### src/rtl/param_commit_scheduler_pkg.sv
// Shared types and constants for the tick-aligned parameter commit scheduler.
package param_commit_scheduler_pkg;

  typedef enum logic [1:0] {
    ST_IDLE = 2'd0,
    ST_SCAN = 2'd1,
    ST_DONE = 2'd2
  } state_e;

  // Slot assignment of the host-visible parameters
  localparam int SLOT_LCE     = 0;
  localparam int SLOT_TAU     = 1;
  localparam int SLOT_LTP     = 2;
  localparam int SLOT_LTD     = 3;
  localparam int SLOT_PDELTA  = 4;
  localparam int SLOT_SYNGAIN = 5;
  localparam int SLOT_MUSCLE  = 6;
  localparam int SLOT_CLKDIV  = 7;

  localparam logic [31:0] RST_LCE     = 32'h3f8ccccd;  // 1.1f
  localparam logic [31:0] RST_TAU     = 32'h3cf5c28f;  // 0.03f
  localparam logic [31:0] RST_SYNGAIN = 32'd1;

  // Power-on bank for the 8-slot configuration, slot 0 in the low word
  localparam logic [8*32-1:0] DEFAULT_RESET_VALS = {
    32'd0, 32'd0, RST_SYNGAIN, 32'd0, 32'd0, 32'd0, RST_TAU, RST_LCE
  };

endpackage

### src/rtl/param_commit_scheduler_if.sv
// Host/datapath bundle of the parameter commit scheduler.
interface param_commit_scheduler_if #(
  parameter int NSLOT = 8,
  parameter int SW    = 4
);
  logic [NSLOT-1:0]    trig;
  logic [31:0]         data_in;
  logic                sim_tick;
  logic                clear_err;
  logic [NSLOT*32-1:0] param_bank;
  logic [NSLOT-1:0]    pending;
  logic                commit_strobe;
  logic [SW-1:0]       commit_slot;
  logic                commit_done;
  logic                busy;
  logic                overwrite_err;
  logic                tick_overrun;

  modport master (
    output trig, data_in, sim_tick, clear_err,
    input  param_bank, pending, commit_strobe, commit_slot, commit_done,
           busy, overwrite_err, tick_overrun
  );

  modport slave (
    input  trig, data_in, sim_tick, clear_err,
    output param_bank, pending, commit_strobe, commit_slot, commit_done,
           busy, overwrite_err, tick_overrun
  );
endinterface

### src/rtl/param_commit_scheduler_slot.sv
// One parameter slot: staging word, pending flag and live word.
module param_slot
  import param_commit_scheduler_pkg::*;
#(
  parameter logic [31:0] RST_VAL = 32'd0
) (
  input  logic        clk,
  input  logic        reset,
  input  logic        trig,
  input  logic [31:0] data_in,
  input  logic        commit,   // scan is at this slot this cycle
  output logic [31:0] live,
  output logic        pending,
  output logic        ovw       // trig landed on an already-pending slot
);
  logic [31:0] staging_q, staging_d, live_q, live_d;
  logic        pending_q, pending_d;

  // Commit moves the old staging word; a same-cycle trig re-stages and keeps pending
  always_comb begin
    staging_d = staging_q;
    live_d    = live_q;
    pending_d = pending_q;
    if (commit && pending_q) begin
      live_d    = staging_q;
      pending_d = 1'b0;
    end
    if (trig) begin
      staging_d = data_in;
      pending_d = 1'b1;
    end
  end

  // Slot state registers
  always_ff @(posedge clk or posedge reset) begin
    if (reset) begin
      staging_q <= RST_VAL;
      live_q    <= RST_VAL;
      pending_q <= 1'b0;
    end else begin
      staging_q <= staging_d;
      live_q    <= live_d;
      pending_q <= pending_d;
    end
  end

  assign live    = live_q;
  assign pending = pending_q;
  assign ovw     = trig & pending_q;
endmodule

### src/rtl/param_commit_scheduler.sv
// Tick-aligned commit controller: on sim_tick, scans all slots once and
// moves pending staged words into the live bank, one slot per cycle.
module param_commit_scheduler
  import param_commit_scheduler_pkg::*;
#(
  parameter int                  NSLOT      = 8,
  parameter int                  SW         = 4,
  parameter logic [NSLOT*32-1:0] RESET_VALS = {NSLOT{32'd0}}
) (
  input logic                     clk,
  input logic                     reset,
  param_commit_scheduler_if.slave bus
);
  localparam logic [SW-1:0] LAST = SW'(NSLOT - 1);

  state_e        state_q, state_d;
  logic [SW-1:0] idx_q, idx_d;
  logic [SW-1:0] slot_q, slot_d;
  logic          strobe_q, strobe_d;
  logic          done_q, done_d;
  logic          ovw_err_q, ovw_err_d;
  logic          overrun_q, overrun_d;
  logic [NSLOT-1:0] sel, pend, ovw_hit;
  logic          busy;

  assign busy = (state_q != ST_IDLE);

  for (genvar gi = 0; gi < NSLOT; gi++) begin : g_slot
    assign sel[gi] = (state_q == ST_SCAN) && (idx_q == SW'(gi));
    param_slot #(.RST_VAL(RESET_VALS[gi*32 +: 32])) u_slot (
      .clk     (clk),
      .reset   (reset),
      .trig    (bus.trig[gi]),
      .data_in (bus.data_in),
      .commit  (sel[gi]),
      .live    (bus.param_bank[gi*32 +: 32]),
      .pending (pend[gi]),
      .ovw     (ovw_hit[gi])
    );
  end

  // Scan FSM next state, commit pulses and sticky error flags
  always_comb begin
    state_d   = state_q;
    idx_d     = idx_q;
    done_d    = 1'b0;
    strobe_d  = |(sel & pend);
    slot_d    = strobe_d ? idx_q : '0;
    ovw_err_d = (|ovw_hit) | (ovw_err_q & ~bus.clear_err);
    overrun_d = (bus.sim_tick & busy) | (overrun_q & ~bus.clear_err);
    case (state_q)
      ST_IDLE: if (bus.sim_tick) begin
        state_d = ST_SCAN;
        idx_d   = '0;
      end
      ST_SCAN: if (idx_q == LAST) begin
        state_d = ST_DONE;
        idx_d   = '0;
      end else begin
        idx_d = idx_q + 1'b1;
      end
      ST_DONE: begin
        state_d = ST_IDLE;
        done_d  = 1'b1;
      end
      default: begin
        state_d = ST_IDLE;
        idx_d   = '0;
      end
    endcase
  end

  // Controller registers
  always_ff @(posedge clk or posedge reset) begin
    if (reset) begin
      state_q   <= ST_IDLE;
      idx_q     <= '0;
      strobe_q  <= 1'b0;
      slot_q    <= '0;
      done_q    <= 1'b0;
      ovw_err_q <= 1'b0;
      overrun_q <= 1'b0;
    end else begin
      state_q   <= state_d;
      idx_q     <= idx_d;
      strobe_q  <= strobe_d;
      slot_q    <= slot_d;
      done_q    <= done_d;
      ovw_err_q <= ovw_err_d;
      overrun_q <= overrun_d;
    end
  end

  assign bus.pending       = pend;
  assign bus.commit_strobe = strobe_q;
  assign bus.commit_slot   = slot_q;
  assign bus.commit_done   = done_q;
  assign bus.busy          = busy;
  assign bus.overwrite_err = ovw_err_q;
  assign bus.tick_overrun  = overrun_q;
endmodule

### src/flat_wrapper.sv
// flat-port wrapper written by rule: the top's interface ports become plain ports
module param_commit_scheduler_flat import param_commit_scheduler_pkg::*;
#(
  parameter int                  NSLOT      = 8,
  parameter int                  SW         = 4,
  parameter logic [NSLOT*32-1:0] RESET_VALS = {NSLOT{32'd0}}
)
  (clk, reset, bus_trig, bus_data_in, bus_sim_tick, bus_clear_err, bus_param_bank, bus_pending, bus_commit_strobe, bus_commit_slot, bus_commit_done, bus_busy, bus_overwrite_err, bus_tick_overrun);
  param_commit_scheduler_if #(.NSLOT(NSLOT), .SW(SW)) bus_i ();
  input logic clk;
  input logic reset;
  input wire logic [$bits(bus_i.trig)-1:0] bus_trig;
  input wire logic [$bits(bus_i.data_in)-1:0] bus_data_in;
  input wire logic [$bits(bus_i.sim_tick)-1:0] bus_sim_tick;
  input wire logic [$bits(bus_i.clear_err)-1:0] bus_clear_err;
  output wire logic [$bits(bus_i.param_bank)-1:0] bus_param_bank;
  output wire logic [$bits(bus_i.pending)-1:0] bus_pending;
  output wire logic [$bits(bus_i.commit_strobe)-1:0] bus_commit_strobe;
  output wire logic [$bits(bus_i.commit_slot)-1:0] bus_commit_slot;
  output wire logic [$bits(bus_i.commit_done)-1:0] bus_commit_done;
  output wire logic [$bits(bus_i.busy)-1:0] bus_busy;
  output wire logic [$bits(bus_i.overwrite_err)-1:0] bus_overwrite_err;
  output wire logic [$bits(bus_i.tick_overrun)-1:0] bus_tick_overrun;
  assign bus_i.trig = bus_trig;
  assign bus_i.data_in = bus_data_in;
  assign bus_i.sim_tick = bus_sim_tick;
  assign bus_i.clear_err = bus_clear_err;
  assign bus_param_bank = bus_i.param_bank;
  assign bus_pending = bus_i.pending;
  assign bus_commit_strobe = bus_i.commit_strobe;
  assign bus_commit_slot = bus_i.commit_slot;
  assign bus_commit_done = bus_i.commit_done;
  assign bus_busy = bus_i.busy;
  assign bus_overwrite_err = bus_i.overwrite_err;
  assign bus_tick_overrun = bus_i.tick_overrun;
  param_commit_scheduler #(.NSLOT(NSLOT), .SW(SW), .RESET_VALS(RESET_VALS)) u_core (.clk(clk), .reset(reset), .bus(bus_i));
endmodule
### config.mk
export PLATFORM = sky130hd
export DESIGN_NAME = param_commit_scheduler_flat
export DESIGN_NICKNAME = d
export VERILOG_FILES = /design/src/rtl/param_commit_scheduler_pkg.sv /design/src/rtl/param_commit_scheduler_if.sv /design/src/rtl/param_commit_scheduler_slot.sv /design/src/rtl/param_commit_scheduler.sv /design/src/flat_wrapper.sv
export SDC_FILE = /design/constraint.sdc
export NUM_CORES = 1
export LEC_CHECK = 0
export ABC_AREA = 0
export CAP_MARGIN = 25
export CORE_UTILIZATION = 55
export CTS_BUF_LIST = sky130_fd_sc_hd__clkbuf_4 sky130_fd_sc_hd__clkbuf_8
export CTS_CLUSTER_SIZE = 8
export DETAILED_ROUTE_END_ITERATION = 16
export PLACE_DENSITY_LB_ADDON = 0.25
export RECOVER_POWER = 100
export SLEW_MARGIN = 10
export SYNTH_ARGS = -nofsm -noshare
export SYNTH_HDL_FRONTEND = slang
export SYNTH_HIERARCHICAL = 1
export SYNTH_SLANG_ARGS = --single-unit
export TNS_END_PERCENT = 10
### constraint.sdc
create_clock -name clk -period 2.55 [get_ports clk]
set_input_delay 0.6375 -clock clk [delete_from_list [all_inputs] [get_ports clk]]
set_output_delay 0.6375 -clock clk [all_outputs]
set_load 0.01 [all_outputs]
==> impl_metrics.ini, run 1 <==
[yosys]
netlist.area_leader.share = 0.623
synth_edf_count = 0
syn-num-nets = 1247
async_flop_share = 1.00
seq_area_frac_synth = 0.623
ys_types = 32
yosysMostFrequentCell = dfrtp_1
postSynthAreaPerCell_um2 = 17.9
synthesis.area_um2 = 21400
ys_warn_count = 6
netlist_instances = 1199
synth_top_area_cell = dfrtp_1
ys.flop_type = dfrtp_1
synth_commonest_cells = 534 x dfrtp_1, 272 x mux2_2, 240 x mux2_4
yosys-top-cells-area = dfrtp_1 62%, mux2_4 17%, mux2_2 14%
ys_ff_latch = 534

[sta]
fin_crit_ns = 2.42
slew_violations = 0
worst_pin_slew_ns = 1.36
fmax_mhz = 413
rsz0062_at_grt = false
setup_viol = 0
fin_setup_tns_ns = 0
hold_viol = 0
clock-skew-final_ns = 0.0176
relSlewSlack = 0.0902
fin_crit_sh = 0.949

[clocking]
cts.sinks = 534
cts_tree = done
cts_setup_buffers = 0
clkTransAtPathRegs_ns = 0.06
hold_buffers = 0
h-tree-depth = 3
numCtsBuffers = 86
clock_latency_ns = 0.63
cts-root-buf = clkbuf_8
cts_max_path_buffers = 3

[routing]
drtPass1Iterations = 4
viasPerCell = 5.34
wirelength_um = 51200
num_vias = 11465
ant_nets = 0
wl_per_cell_um = 23.8
drc_errors = 0
drt-initial-drc-count = 398

[floorplan]
fp.coreArea_um2 = 38000
rows = 71
die_w_um = 199
dieArea_um2 = 39800
io_pins = 317
die_h_um = 199
start_util = 0.564

[worst_setup_path]
r2r_slack_ns = 0.22
required_ns = 1.91
crit_family = buffers and inverters
slowest_stage = dlygate4sd3_1
cp_cell_sequence = dlygate4sd3_1
critical_path_buf_inv_count = 1
critPathLaunchType = flip-flop
r2r-start = u_core/idx_q[1]$_DFFE_PP0P_
critPathMaxFanout = 5
rr_endpoint = u_core/g_slot[1].u_slot/live[20]$_DFFE_PP0P_
crit_arrival_ns = 1.78
cpPeakStageDelay_ns = 0.65
end_kind = output pin
critPathKind = flip-flop to output pin
reg2regPathDepth = 6

[hold_path]
hold_class = flip-flop to flip-flop
min_path_cells = 1
hold_start = u_core/g_slot[3].u_slot/staging_q[29]$_DFFE_PP0P_
holdPathEnd = u_core/g_slot[3].u_slot/live[29]$_DFFE_PP0P_

[grt]
grt_pass1_vias = 12356
grt_max_degree = 66
grtUsageTotal = 0.268
gr-total-overflow = 0
antenna_found_initial = 0
grt_pass1_wl_um = 77600

[place]
post-dp-hpwl_um = 33300
dp.cells = 2001
gp_congestion = 0.794
numPortBuffers = 316

[finish]
stdcell_count = 2145
area_growth_syn_to_layout_pct = 19.1
nNetsFinal = 1626
n_antenna_cell = 0
utilization = 0.672
drive_gt1_frac = 0.300
fillers = 2892

[power_and_ir_drop]
power_density_nw_per_um2 = 1150
cellLeakagePower_nw = 11.0
ir_drop_mv = 0.676
power_mw = 29.5

[job]
cap_violations = 0

[run_status]
status = finished, final reports clean
[worst register-to-register path, delay by kind of cell, from the launching register on]
family	cells	cell delay [ns]
buf+inv	2	0.61
simple gates	2	0.56
mux	1	0.38
flops	1	0.41
fa+ha+maj	1	0.25
[cells in the final DEF (no fill, tap or decap), types with 6 or more instances in the layout]
master         count
clkbuf_1          12
clkbuf_8         105
and2_0             8
mux2_2           272
mux2_4             9
clkbuf_2          15
clkinvlp_2         8
a21o_2             9
nand2_4            6
dfrtp_1          533
and2_2             8
clkbuf_4          35
dlygate4sd3_1    303
inv_1             16
a22o_1             6
mux2_1           231
[layout make-up]
| class | count | area [um2] | share of cell area |
|---|---|---|---|
| tap | 511 | 639 | 0.0250 |
| sequential | 534 | 13400 | 0.523 |
| multi-input combinational | 585 | 6370 | 0.249 |
| inverter | 24 | 100 | 0.00392 |
| timing repair buffer | 347 | 3340 | 0.131 |
| clock inverter | 6 | 38.8 | 0.00152 |
| clock buffer | 138 | 1690 | 0.0663 |
[registers in the layout, indices dropped and copies added, names as in the netlist]
register and flops:
u_core/bus.overwrite_err 1, u_core/g_slot.u_slot/staging_q 256, u_core/bus.commit_done 1, u_core/idx_q 4, u_core/state_q 2, u_core/bus.tick_overrun 1, u_core/bus.commit_slot 4, u_core/bus.commit_strobe 1
u_core/g_slot.u_slot/pending 8, u_core/g_slot.u_slot/live 256
[metal layers]
metal	GRT usage	vias to the layer above	wire length [um]
li1	-	4978	-
met1	0.369	6063	22600
met2	0.414	335	23900
met3	0.0739	89	3380
met4	0.0859	0	1310
met5	0	-	0
[kinds of logic after synthesis]
group	count (synthesis)	synth area share
AND/OR/NAND/NOR	43	0.0159
buffers and inverters	80	0.0383
AO/OA/AOI/OAI	24	0.00870
XOR/XNOR	1	0.000409
other	1	0.000175
flip-flops	534	0.623
adder cells (fa/ha/maj)	4	0.00233
multiplexers	512	0.311
[how the worst max path moves through the flow]
| stage | startpoint | end | depth (start not counted) |
|---|---|---|---|
| 2_1_floorplan | reset | u_core/g_slot[0].u_slot/live[0]$_DFFE_PP0P_ | 1 |
| 3_3_place_gp | reset | u_core/g_slot[3].u_slot/staging_q[10]$_DFFE_PP0P_ | 3 |
| 3_5_place_dp | u_core/idx_q[2]$_DFFE_PP0P_ | u_core/g_slot[2].u_slot/live[26]$_DFFE_PP0P_ | 4 |
| 4_1_cts | u_core/g_slot[0].u_slot/pending$_DFFE_PP0P_ | bus_pending[0] | 1 |
| 5_1_grt | u_core/g_slot[3].u_slot/pending$_DFFE_PP0P_ | bus_pending[3] | 1 |
| 6_report | u_core/g_slot[0].u_slot/pending$_DFFE_PP0P_ | bus_pending[0] | 1 |
[power breakdown]
group          switching [mW]  internal, mW
clock network            3.20          4.17
logic                    4.40          5.04
registers                1.53          11.1
total                    9.13          20.3
[what timing repair did]
item	in CTS	in global routing
endpoints found under the setup margin	1	0
endpoints found under the hold margin	0	0
resized for setup	3	0
[metrics by stage]
| stage | hold slack (ns) | instance area (um2) | setup slack [ns] |
|---|---|---|---|
| 3_5_place_dp | 0.487 | 24900 | 0.433 |
| 3_3_place_gp | 0.484 | 24900 | 0.474 |
| 4_1_cts | 0.466 | 26600 | 0.132 |
| 5_1_grt | 0.492 | 25500 | 0.0562 |
| 2_1_floorplan | 0.477 | 21400 | 0.286 |
| 6_report | 0.479 | 25500 | 0.129 |
No activity file was read; power rests on OpenSTA's default activity.
==> run 2, diff against run 1 <==
- CAP_MARGIN: 25 -> unset
==> results of run 2 <==
Final layout, timing and power as in run 1 (identical DEF).
